===== src/rtl/pc_int_sequencer_if.sv =====
`default_nettype none
// ============================================================================
//  Module   : pc_int_sequencer_if
//  Purpose  : Bundle of the control, flag and interrupt signals exchanged
//             between the core (master) and the PC/interrupt sequencer
//             (slave).
//  Members  : step, pc_sel, branch_target, jump_target, alu_flags, flags_we,
//             ion, iof, rfi, rfo, sfo, irq          (master -> slave)
//             pc, flag_register, stall, int_ack, in_service, irq_id
//                                                   (slave -> master)
//             mask_we, mask_wdata (only with IRQ_MASK_EN defined)
//  Macro    : IRQ_MASK_EN adds the interrupt mask write port.
//  Revision : 1.0 - initial release
// ============================================================================
interface pc_int_sequencer_if #(
    parameter int unsigned WIDTH = 32,
    parameter int unsigned N_IRQ = 4
);
    logic                 step;
    logic [1:0]           pc_sel;
    logic [WIDTH-1:0]     branch_target;
    logic [WIDTH-1:0]     jump_target;
    logic [3:0]           alu_flags;
    logic                 flags_we;
    logic                 ion;
    logic                 iof;
    logic                 rfi;
    logic                 rfo;
    logic                 sfo;
    logic [N_IRQ-1:0]     irq;
    logic [WIDTH-1:0]     pc;
    logic [7:0]           flag_register;
    logic                 stall;
    logic [N_IRQ-1:0]     int_ack;
    logic                 in_service;
    logic [3:0]           irq_id;
`ifdef IRQ_MASK_EN
    logic                 mask_we;
    logic [N_IRQ-1:0]     mask_wdata;
`endif

    modport master (
`ifdef IRQ_MASK_EN
        output mask_we, mask_wdata,
`endif
        output step, pc_sel, branch_target, jump_target, alu_flags, flags_we,
        output ion, iof, rfi, rfo, sfo, irq,
        input  pc, flag_register, stall, int_ack, in_service, irq_id
    );

    modport slave (
`ifdef IRQ_MASK_EN
        input  mask_we, mask_wdata,
`endif
        input  step, pc_sel, branch_target, jump_target, alu_flags, flags_we,
        input  ion, iof, rfi, rfo, sfo, irq,
        output pc, flag_register, stall, int_ack, in_service, irq_id
    );
endinterface
`default_nettype wire


===== src/rtl/pc_int_sequencer.sv =====
`default_nettype none
// ============================================================================
//  Module   : pc_int_sequencer
//  Purpose  : Program counter and flag/interrupt sequencer. Owns the PC and
//             the flag register {V,C,Z,S,INT,FI,FO,RES}, and performs
//             vectored entry / return for N_IRQ prioritised interrupt lines
//             with PC and flag save/restore.
//  Ports    : clk  - clock, rising edge
//             rst  - asynchronous reset, active low
//             bus  - pc_int_sequencer_if.slave (core controls, irq lines,
//                    pc / flag_register / stall / int_ack / in_service /
//                    irq_id outputs)
//  Macro    : IRQ_MASK_EN - adds an N_IRQ-bit mask register (reset to all
//             ones) written through bus.mask_we / bus.mask_wdata.
//  Revision : 1.0 - initial release
// ============================================================================
module pc_int_sequencer #(
    parameter int unsigned      WIDTH      = 32,
    parameter int unsigned      N_IRQ      = 4,
    parameter logic [WIDTH-1:0] VEC_BASE   = WIDTH'(32'h0000_0100),
    parameter int unsigned      VEC_STRIDE = 4,
    parameter logic [WIDTH-1:0] RESET_PC   = '0
) (
    input  logic              clk,
    input  logic              rst,
    pc_int_sequencer_if.slave bus
);

    // Flag register bit positions
    localparam int unsigned c_f_int = 3;
    localparam int unsigned c_f_fi  = 2;
    localparam int unsigned c_f_fo  = 1;

    localparam logic [1:0] c_st_run     = 2'd0;
    localparam logic [1:0] c_st_entry   = 2'd1;
    localparam logic [1:0] c_st_service = 2'd2;

    logic [1:0]       r_state;
    logic [WIDTH-1:0] r_pc;
    logic [7:0]       r_flags;
    logic [N_IRQ-1:0] r_pending;
    logic [N_IRQ-1:0] r_irq_q;
    logic [3:0]       r_irq_id;
    logic [WIDTH-1:0] r_saved_pc;
    logic [7:0]       r_saved_flags;

    logic [N_IRQ-1:0] w_rise;
    logic [N_IRQ-1:0] w_ack;
    logic [N_IRQ-1:0] w_eligible;
    logic [3:0]       w_take_id;
    logic             w_take;
    logic [WIDTH-1:0] w_next_pc;
    logic [WIDTH-1:0] w_vector;
    logic [7:0]       w_upd_flags;
    logic [7:0]       w_entry_flags;

    // ------------------------------------------------------------------------
    // Interrupt eligibility (optional mask)
    // ------------------------------------------------------------------------
`ifdef IRQ_MASK_EN
    logic [N_IRQ-1:0] r_mask;

    // Masked requests stay pending; they just cannot win arbitration.
    always_ff @(posedge clk or negedge rst) begin
        if (!rst) begin
            r_mask <= '1;
        end else if (bus.mask_we) begin
            r_mask <= bus.mask_wdata;
        end
    end

    assign w_eligible = r_pending & r_mask;
`else
    assign w_eligible = r_pending;
`endif

    // Level inputs are sampled directly; a 0->1 change between two
    // consecutive samples marks the channel pending.
    assign w_rise = bus.irq & ~r_irq_q;
    assign w_ack  = (r_state == c_st_entry) ? (N_IRQ'(1) << r_irq_id) : '0;

    // Lowest index wins: scan downward so the last hit is the smallest.
    always_comb begin
        w_take_id = 4'd0;
        for (int i = int'(N_IRQ) - 1; i >= 0; i--) begin
            if (w_eligible[i]) begin
                w_take_id = 4'(i);
            end
        end
    end

    assign w_take   = (r_state == c_st_run) && bus.step &&
                      r_flags[c_f_int] && (|w_eligible);
    assign w_vector = VEC_BASE + WIDTH'(VEC_STRIDE) * WIDTH'(w_take_id);

    // pc_sel=3 only means "return" in SERVICE; elsewhere it behaves as +1.
    always_comb begin
        case (bus.pc_sel)
            2'd1:    w_next_pc = bus.branch_target;
            2'd2:    w_next_pc = bus.jump_target;
            default: w_next_pc = r_pc + WIDTH'(1);
        endcase
    end

    // Flags as they would look after this step's updates.
    always_comb begin
        w_upd_flags = r_flags;
        if (bus.flags_we) begin
            w_upd_flags[7:4] = bus.alu_flags;
        end
        if (bus.iof) begin
            w_upd_flags[c_f_int] = 1'b0;
        end else if (bus.ion) begin
            w_upd_flags[c_f_int] = 1'b1;
        end
        if (bus.rfi) begin
            w_upd_flags[c_f_fi] = 1'b0;
        end
        if (bus.rfo) begin
            w_upd_flags[c_f_fo] = 1'b0;
        end else if (bus.sfo) begin
            w_upd_flags[c_f_fo] = 1'b1;
        end
        w_upd_flags[0] = 1'b0;
    end

    // On entry interrupts are disabled and FI marks "inside handler".
    assign w_entry_flags = {w_upd_flags[7:4], 1'b0, 1'b1, w_upd_flags[1], 1'b0};

    // ------------------------------------------------------------------------
    // Sequencer
    // ------------------------------------------------------------------------
    always_ff @(posedge clk or negedge rst) begin
        if (!rst) begin
            r_state       <= c_st_run;
            r_pc          <= RESET_PC;
            r_flags       <= 8'h00;
            r_pending     <= '0;
            r_irq_q       <= '0;
            r_irq_id      <= 4'd0;
            r_saved_pc    <= '0;
            r_saved_flags <= 8'h00;
        end else begin
            r_irq_q   <= bus.irq;
            // A rise coincident with its own ack re-arms the channel.
            r_pending <= (r_pending & ~w_ack) | w_rise;

            case (r_state)
                c_st_run: begin
                    if (bus.step) begin
                        if (w_take) begin
                            r_saved_pc    <= w_next_pc;
                            r_saved_flags <= w_upd_flags;
                            r_pc          <= w_vector;
                            r_flags       <= w_entry_flags;
                            r_irq_id      <= w_take_id;
                            r_state       <= c_st_entry;
                        end else begin
                            r_pc    <= w_next_pc;
                            r_flags <= w_upd_flags;
                        end
                    end
                end
                c_st_entry: begin
                    r_state <= c_st_service;
                end
                c_st_service: begin
                    if (bus.step) begin
                        if (bus.pc_sel == 2'd3) begin
                            r_pc    <= r_saved_pc;
                            r_flags <= r_saved_flags;
                            r_state <= c_st_run;
                        end else begin
                            r_pc    <= w_next_pc;
                            r_flags <= w_upd_flags;
                        end
                    end
                end
                default: begin
                    r_state <= c_st_run;
                end
            endcase
        end
    end

    assign bus.pc            = r_pc;
    assign bus.flag_register = r_flags;
    assign bus.stall         = (r_state == c_st_entry);
    assign bus.int_ack       = w_ack;
    assign bus.in_service    = (r_state == c_st_service);
    assign bus.irq_id        = r_irq_id;

endmodule
`default_nettype wire


===== src/flat_wrapper.sv =====
// flat-port wrapper written by rule: the top's interface ports become plain ports
module pc_int_sequencer_flat 
#(
    parameter int unsigned      WIDTH      = 32,
    parameter int unsigned      N_IRQ      = 4,
    parameter logic [WIDTH-1:0] VEC_BASE   = WIDTH'(32'h0000_0100),
    parameter int unsigned      VEC_STRIDE = 4,
    parameter logic [WIDTH-1:0] RESET_PC   = '0
)
  (clk, rst, bus_step, bus_pc_sel, bus_branch_target, bus_jump_target, bus_alu_flags, bus_flags_we, bus_ion, bus_iof, bus_rfi, bus_rfo, bus_sfo, bus_irq, bus_pc, bus_flag_register, bus_stall, bus_int_ack, bus_in_service, bus_irq_id);
  pc_int_sequencer_if #(.WIDTH(WIDTH), .N_IRQ(N_IRQ)) bus_i ();
  input  logic clk;
  input  logic rst;
  input wire logic [$bits(bus_i.step)-1:0] bus_step;
  input wire logic [$bits(bus_i.pc_sel)-1:0] bus_pc_sel;
  input wire logic [$bits(bus_i.branch_target)-1:0] bus_branch_target;
  input wire logic [$bits(bus_i.jump_target)-1:0] bus_jump_target;
  input wire logic [$bits(bus_i.alu_flags)-1:0] bus_alu_flags;
  input wire logic [$bits(bus_i.flags_we)-1:0] bus_flags_we;
  input wire logic [$bits(bus_i.ion)-1:0] bus_ion;
  input wire logic [$bits(bus_i.iof)-1:0] bus_iof;
  input wire logic [$bits(bus_i.rfi)-1:0] bus_rfi;
  input wire logic [$bits(bus_i.rfo)-1:0] bus_rfo;
  input wire logic [$bits(bus_i.sfo)-1:0] bus_sfo;
  input wire logic [$bits(bus_i.irq)-1:0] bus_irq;
  output wire logic [$bits(bus_i.pc)-1:0] bus_pc;
  output wire logic [$bits(bus_i.flag_register)-1:0] bus_flag_register;
  output wire logic [$bits(bus_i.stall)-1:0] bus_stall;
  output wire logic [$bits(bus_i.int_ack)-1:0] bus_int_ack;
  output wire logic [$bits(bus_i.in_service)-1:0] bus_in_service;
  output wire logic [$bits(bus_i.irq_id)-1:0] bus_irq_id;
  assign bus_i.step = bus_step;
  assign bus_i.pc_sel = bus_pc_sel;
  assign bus_i.branch_target = bus_branch_target;
  assign bus_i.jump_target = bus_jump_target;
  assign bus_i.alu_flags = bus_alu_flags;
  assign bus_i.flags_we = bus_flags_we;
  assign bus_i.ion = bus_ion;
  assign bus_i.iof = bus_iof;
  assign bus_i.rfi = bus_rfi;
  assign bus_i.rfo = bus_rfo;
  assign bus_i.sfo = bus_sfo;
  assign bus_i.irq = bus_irq;
  assign bus_pc = bus_i.pc;
  assign bus_flag_register = bus_i.flag_register;
  assign bus_stall = bus_i.stall;
  assign bus_int_ack = bus_i.int_ack;
  assign bus_in_service = bus_i.in_service;
  assign bus_irq_id = bus_i.irq_id;
  pc_int_sequencer #(.WIDTH(WIDTH), .N_IRQ(N_IRQ), .VEC_BASE(VEC_BASE), .VEC_STRIDE(VEC_STRIDE), .RESET_PC(RESET_PC)) u_core (.clk(clk), .rst(rst), .bus(bus_i));
endmodule

===== config.mk =====
export PLATFORM = sky130hd
export DESIGN_NAME = pc_int_sequencer_flat
export DESIGN_NICKNAME = d
export VERILOG_FILES = /design/src/rtl/pc_int_sequencer_if.sv /design/src/rtl/pc_int_sequencer.sv /design/src/flat_wrapper.sv
export SDC_FILE = /design/constraint.sdc
export NUM_CORES = 1
export LEC_CHECK = 0
export ABC_CLOCK_PERIOD_IN_PS = 2100
export CAP_MARGIN = 5
export CORE_MARGIN = 5
export CORE_UTILIZATION = 45
export DETAILED_ROUTE_END_ITERATION = 10
export PLACE_DENSITY = 0.78
export SYNTH_ARGS = -nofsm -noshare
export SYNTH_HDL_FRONTEND = slang
export SYNTH_SLANG_ARGS = --single-unit

===== constraint.sdc =====
create_clock -name clk -period 2.1 [get_ports clk]
set_clock_uncertainty 0.15 [all_clocks]
set_input_delay 0.315 -clock clk [delete_from_list [all_inputs] [get_ports clk]]
set_output_delay 0.315 -clock clk [all_outputs]
set_load 0.02 [all_outputs]

==> results.yml, run 1 <==
clock_tree:
  clkSinkCount: 90
  clk_path_buf_depth: 2
  root_buffer: "clkbuf_16"
  cts_made_buffers: 9
  clk_pin_slew_ns: 0.06
  clock_latency_ns: 0.35
  cts_tree: "yes"
  htreeDepth: 3
synthesis:
  ys_ff_latch: 90
  synth_top_flop_cell: "dfrtp_1"
  synth_cells: 570
  yosysSeqAreaShare_pct: 44.4
  ys_types: 55
  avgSynthCellArea_um2: 8.90
  netlist_area_um2: 5070
  synthArstFlopShare_pct: 100
  synth-warning-count: 0
  synth_edf_count: 0
setup_path:
  arrival_ns: 2.35
  critPathTopFamily: "buffers and inverters"
  reg2reg_depth: 8
  cp-start-kind: "input port"
  path_buf_inv: 4
  worstSetupPathDepth: 9
  slowest_stage: "clkdlybuf4s50_1"
  cp_cell_sequence: "clkdlybuf4s50_1 -> buf_4 -> ha_1 -> buf_4 -> buf_12 -> a221oi_1 -> a21oi_1 -> a221oi_1 -> nor2_1"
  critPathMaxFanout: 15
  rrSetupSlack_ns: -0.18
  endpoint_kind: "register"
  critPathKind: "in2reg"
  crit_required_ns: 2.17
  critical_path.max_stage_delay_ns: 0.43
power:
  seqPwrFrac_pct: 33.5
  swShare_pct: 39.3
  power_density_nw_per_um2: 1110
  p_int_mw: 5.39
  p_sw_mw: 3.50
  p_leak_nw: 3.55
  comb_power_share_pct: 47.6
  p_total_mw: 8.89
  vdd_drop_max_v: 0.000575
  clkPwrFrac_pct: 18.9
floorplan:
  fp.dieH_um: 116
  core_area_um2: 10900
  die_w_um: 116
  num_rows: 38
  io_pins: 133
  initial_utilization_pct: 46.4
  die-area_um2: 13500
global_routing:
  grt_max_degree: 40
  grt_pass1_wl_um: 28300
  grt_antenna_before_repair: 0
  overflow: 0
  track_usage_pct: 26.6
  grt_pass1_vias: 5717
sta:
  worst_slack_ns: -0.179
  hold_viol: 0
  fmax_ghz: 0.439
  max_slew_margin_pct: 61.1
  period_share_pct: 109
  holdWs_ns: 0.277
  drv_slew: 0
  finalSetupViolations: 19
  worst_pin_slew_ns: 0.583
  rsz0062_at_grt: "true"
  post-route-min-period_ns: 2.28
finish:
  fillers: 764
  diodes: 0
  mostFrequentLayoutCells: "clkdlybuf4s50_1 (120), buf_4 (93), nand2_1 (92), dfrtp_1 (75), a21oi_1 (35)"
  layout_commonest_cell: "clkdlybuf4s50_1"
  nets: 861
  postLayoutCoreUtil_pct: 73.1
  area_delta_synth_final_pct: 57.4
  final_layout_size_suffix_gt1_share_pct: 28.0
placed_design:
  place.gp.congestion: 0.897
  post-dp-hpwl_um: 12600
  port_buffers: 129
  place_ws_ns: -0.441
route:
  drtPass1Iterations: 5
  dr_total_vias: 5669
  drtAntennaViolNets: 0
  wire_per_inst_um: 20.4
  drc: 0
  wirelength_um: 18800
  vias_per_cell: 6.17
  drt_iter0_drc: 420
worst_hold_path:
  hold_depth: 1
  hold_class: "reg2reg"
outcome:
  outcome: "finished, violations left"
  violations: "setup timing"
flow_run:
  drv_cap: 0
Yosys cell counts (all sizes together), types with 4 or more instances:
master / n / area share [%]
a21oi: 45 / 4.4
a221o: 11 / 2.2
a221oi: 36 / 6.2
and3: 14 / 1.7
buf: 16 / 1.6
clkbuf: 30 / 2.2
dfrtp: 90 / 44
ha: 4 / 0.99
inv: 18 / 1.3
mux2: 10 / 2.2
mux2i: 7 / 1.4
nand2: 93 / 6.9
nand2b: 5 / 0.62
nand3: 23 / 2.6
nand4: 15 / 2.1
nor2: 35 / 2.6
nor3: 10 / 0.99
nor4: 7 / 1.3
o21ai: 23 / 2.3
o22ai: 8 / 0.99
o31ai: 6 / 0.89
or3: 4 / 0.49
or4: 5 / 0.74
xnor2: 13 / 2.2
xor2: 7 / 1.2
logic make-up (layout without fill, tap and decap cells):
family	count (synthesis)	in the layout	share of synthesized area [%]
DFF	90	90	44.4
buffers and inverters	65	272	5.25
xor gates and xnor gates	20	20	3.45
other	1	3	0.0739
and+or+nand+nor	224	224	22.1
AOI/OAI and AO/OA	149	149	20.1
adders and majority gates	4	4	0.986
muxes	17	17	3.60
worst register-to-register path, cell delays in order, from the launching register on:
cell and delay (ns):
dfrtp_2 0.42, ha_4 0.16, nand4_4 0.12, nor4_4 0.31, buf_6 0.18, a311o_1 0.20
o21ai_2 0.07, or4_1 0.48, a21oi_2 0.13
state kept, by name, indices dropped and copies added (netlist names):
signal / count
u_core.bus.irq_id: 2
u_core.bus.pc: 32
u_core.r_state: 2
u_core.r_saved_pc: 32
u_core.r_irq_q: 4
u_core.r_pending: 4
u_core.bus.flag_register: 7
u_core.r_saved_flags: 7
power by group through the flow:
stage | logic (mW) | registers, mW | clock network [mW]
floorplan | 1.59 | 3.30 | 0
global placement | 3.74 | 2.89 | 0
detailed placement | 3.85 | 2.94 | 0
CTS | 3.94 | 2.94 | 1.67
global route | 4.52 | 3.05 | 1.76
finish | 4.23 | 2.98 | 1.68
worst paths after layout:
check / from / endpoint
hold / removal: u_core.r_irq_q[0]$_DFF_PN0_ / u_core.r_pending[0]$_DFF_PN0_
max in group asynchronous: rst / u_core.r_saved_flags[3]$_DFFE_PN0P_
setup reg to reg: u_core.bus.pc[0]$_DFFE_PN0P_ / u_core.bus.pc[28]$_DFFE_PN0P_
setup / recovery: bus_pc_sel[0] / u_core.bus.pc[14]$_DFFE_PN0P_
min in group asynchronous: rst / u_core.bus.flag_register[1]$_DFFE_PN0P_
hold reg to reg: u_core.r_irq_q[0]$_DFF_PN0_ / u_core.r_pending[0]$_DFF_PN0_
through the flow:
stage                     setup TNS, ns  std cells  instance area, µm²
after floorplan                   -1.71        572                5150
after global placement           -14.25        892                7220
after detailed placement         -17.88        892                7220
after CTS                         -1.14        914                7670
after global routing              -3.46        919                7990
final                             -1.77        919                7990
what timing repair did:
item	in CTS	in global routing
resized for setup	28	69
pin swaps	8	26
hold endpoints to repair	29	0
buffers inserted	5	6
endpoints found under the setup margin	30	51
hold buffers	1	0
layer usage:
metal	part of all wire (%)	global-route usage, %
met1	40	34.8
met2	49	44.6
met3	8.3	3.94
met4	2.5	10.7
met5	0	0
layout make-up:
type                       count  area (µm²)  share of cell area [%]
clock buffer                  10         239                    2.99
inverter                      19        71.3                   0.893
multi-input combinational    417        2960                    37.0
timing repair buffer         237        2210                    27.7
clock inverter                 6        65.1                   0.814
tap                          140         175                    2.19
sequential                    90        2270                    28.4
(Power assumes the default switching activity.)
==> run 2, diff against run 1 <==
--- a/config.mk
+++ b/config.mk
@@ -11,6 +11,7 @@
 export CORE_UTILIZATION = 45
 export DETAILED_ROUTE_END_ITERATION = 10
 export PLACE_DENSITY = 0.78
+export RECOVER_POWER = 50
 export SYNTH_ARGS = -nofsm -noshare
 export SYNTH_HDL_FRONTEND = slang
 export SYNTH_SLANG_ARGS = --single-unit
==> run 2 against run 1 <==
- the run still ends with setup timing left
- register-to-register slack about the same
- worst hold slack hardly changed
- via count decreased by 0.14%
- utilization fell by 0.19 points
- worst setup slack worse by 0.0034 ns
- final area down 0.27%
- critical endpoint unchanged
- largest cell class unchanged
==> results.yml, run 2 (synthesized netlist as in run 1, its figures left out) <==
power:
  power_density_nw_per_um2: 1120
  p_leak_nw: 3.54
  vdd_drop_max_v: 0.000570
  p_total_mw: 8.89
global_routing:
  track_usage_pct: 26.6
  grt_pass1_vias: 5717
  grt_pass1_wl_um: 28300
  overflow: 0
  grt_antenna_before_repair: 0
  grt_max_degree: 40
sta:
  max_slew_margin_pct: 45.9
  hold_viol: 0
  period_share_pct: 109
  post-route-min-period_ns: 2.28
  worst_pin_slew_ns: 0.812
  fmax_ghz: 0.438
  drv_slew: 0
  finalSetupViolations: 19
  fin_setup_tns_ns: -1.78
  worst_slack_ns: -0.183
  holdWs_ns: 0.277
  rsz0062_at_grt: "true"
finish:
  multi_input_area_um2: 2960
  seq_area_um2: 2270
  fin_cells: 919
  nets: 861
  fin_area_um2: 7970
  area_delta_synth_final_pct: 57.0
  final_layout_size_suffix_gt1_share_pct: 27.9
  fillers: 767
  mostFrequentLayoutCells: "clkdlybuf4s50_1 (116), nand2_1 (92), buf_4 (90), dfrtp_1 (75), a21oi_1 (35)"
  layout_commonest_cell: "clkdlybuf4s50_1"
  diodes: 0
  postLayoutCoreUtil_pct: 72.9
route:
  drtPass1Iterations: 5
  wirelength_um: 18800
  dr_total_vias: 5661
  drt_iter0_drc: 496
  drc: 0
  drtAntennaViolNets: 0
  vias_per_cell: 6.16
  wire_per_inst_um: 20.5
outcome:
  outcome: "finished, violations left"
  violations: "setup timing"
setup_path:
  arrival_ns: 2.35
  path_buf_inv: 4
  endpoint_kind: "register"
  critPathKind: "in2reg"
  critical_path.max_stage_delay_ns: 0.43
  critPathTopFamily: "buffers and inverters"
  cp_cell_sequence: "clkdlybuf4s50_1 -> buf_4 -> ha_1 -> buf_4 -> buf_12 -> a221oi_1 -> a21oi_1 -> a221oi_1 -> nor2_1"
  cp-start-kind: "input port"
  slowest_stage: "clkdlybuf4s50_1"
  critPathMaxFanout: 15
  crit_required_ns: 2.17
floorplan:
  fp.dieH_um: 116
  core_area_um2: 10900
  die-area_um2: 13500
  initial_utilization_pct: 46.4
  io_pins: 133
  num_rows: 38
  die_w_um: 116
clock_tree:
  clk_path_buf_depth: 2
  clock_latency_ns: 0.35
  htreeDepth: 3
  cts_made_buffers: 9
  cts_tree: "yes"
  clk_pin_slew_ns: 0.06
  root_buffer: "clkbuf_16"
  clkSinkCount: 90
flow_run:
  drv_cap: 0
placed_design:
  dpl.cell_count: 892
  place.gp.congestion: 0.897
  post-dp-hpwl_um: 12600
  placed_area_um2: 7220
  port_buffers: 129
  place_ws_ns: -0.441
worst_hold_path:
  hold_class: "reg2reg"
[run 2: per-layer routing]
metal	up-vias	share of wire, %	global-route usage, %	wire [µm]
met5	-	0	0	0
met1	2786	40	34.8	7490
li1	2485	-	-	-
met4	0	2.4	10.7	453
met2	337	49	44.6	9260
met3	53	8.6	3.94	1620
[run 2: final cells by class]
cell class | count | share of cell area (%)
Clock buffer | 10 | 3.00
Clock inverter | 6 | 0.817
Inverter | 19 | 0.895
Multi-Input combinational cell | 417 | 37.1
Sequential cell | 90 | 28.5
Tap cell | 140 | 2.20
Timing Repair Buffer | 237 | 27.5
[run 2: worst reg2reg max path, delay by kind of cell (launching register included)]
| family | cells | cell delay, ns |
|---|---|---|
| and+or+nand+nor | 3 | 0.91 |
| DFF | 1 | 0.42 |
| AOI/OAI and AO/OA | 3 | 0.40 |
| buffers and inverters | 1 | 0.17 |
| adders and majority gates | 1 | 0.16 |
[run 2: path summary, 6_finish.rpt]
| path | cells past startpoint | from | slack, ns | endpoint |
|---|---|---|---|---|
| worst max-delay path | 9 | bus_pc_sel[0] | -0.18 | u_core.bus.pc[14]$_DFFE_PN0P_ |
| worst min-delay path | 1 | u_core.r_irq_q[0]$_DFF_PN0_ | 0.28 | u_core.r_pending[0]$_DFF_PN0_ |
| worst max register to register | 8 | u_core.bus.pc[0]$_DFFE_PN0P_ | -0.18 | u_core.bus.pc[28]$_DFFE_PN0P_ |
| worst min register to register | 1 | u_core.r_irq_q[0]$_DFF_PN0_ | 0.28 | u_core.r_pending[0]$_DFF_PN0_ |
| max in group asynchronous | 3 | rst | 0.22 | u_core.bus.pc[15]$_DFFE_PN0P_ |
| min in group asynchronous | 2 | rst | 0.44 | u_core.bus.flag_register[1]$_DFFE_PN0P_ |
[run 2: timing repair]
item                                    in CTS  in global routing
buffers inserted                             5                  6
pin swaps                                    8                 26
gates resized for setup                     28                 69
hold buffers                                 1                  0
gates cloned                                 0                  0
hold endpoints to repair                    29                  0
endpoints found under the setup margin      30                 51
[run 2: power by group]
group | switching, mW | total (mW) | leakage, nW | internal, mW
logic | 2.22 | 4.23 | 2.31 | 2.01
registers | 0.560 | 2.98 | 1.08 | 2.42
clock network | 0.722 | 1.68 | 0.149 | 0.958
total | 3.51 | 8.89 | 3.54 | 5.39
==> run 3, diff against run 2 <==
--- a/config.mk
+++ b/config.mk
@@ -6,7 +6,7 @@
 export NUM_CORES = 1
 export LEC_CHECK = 0
 export ABC_CLOCK_PERIOD_IN_PS = 2100
-export CAP_MARGIN = 5
+export CAP_MARGIN = 10
 export CORE_MARGIN = 5
 export CORE_UTILIZATION = 45
 export DETAILED_ROUTE_END_ITERATION = 10
==> results of run 3 <==
The final DEF is identical to that of run 2; final timing and power are the same.
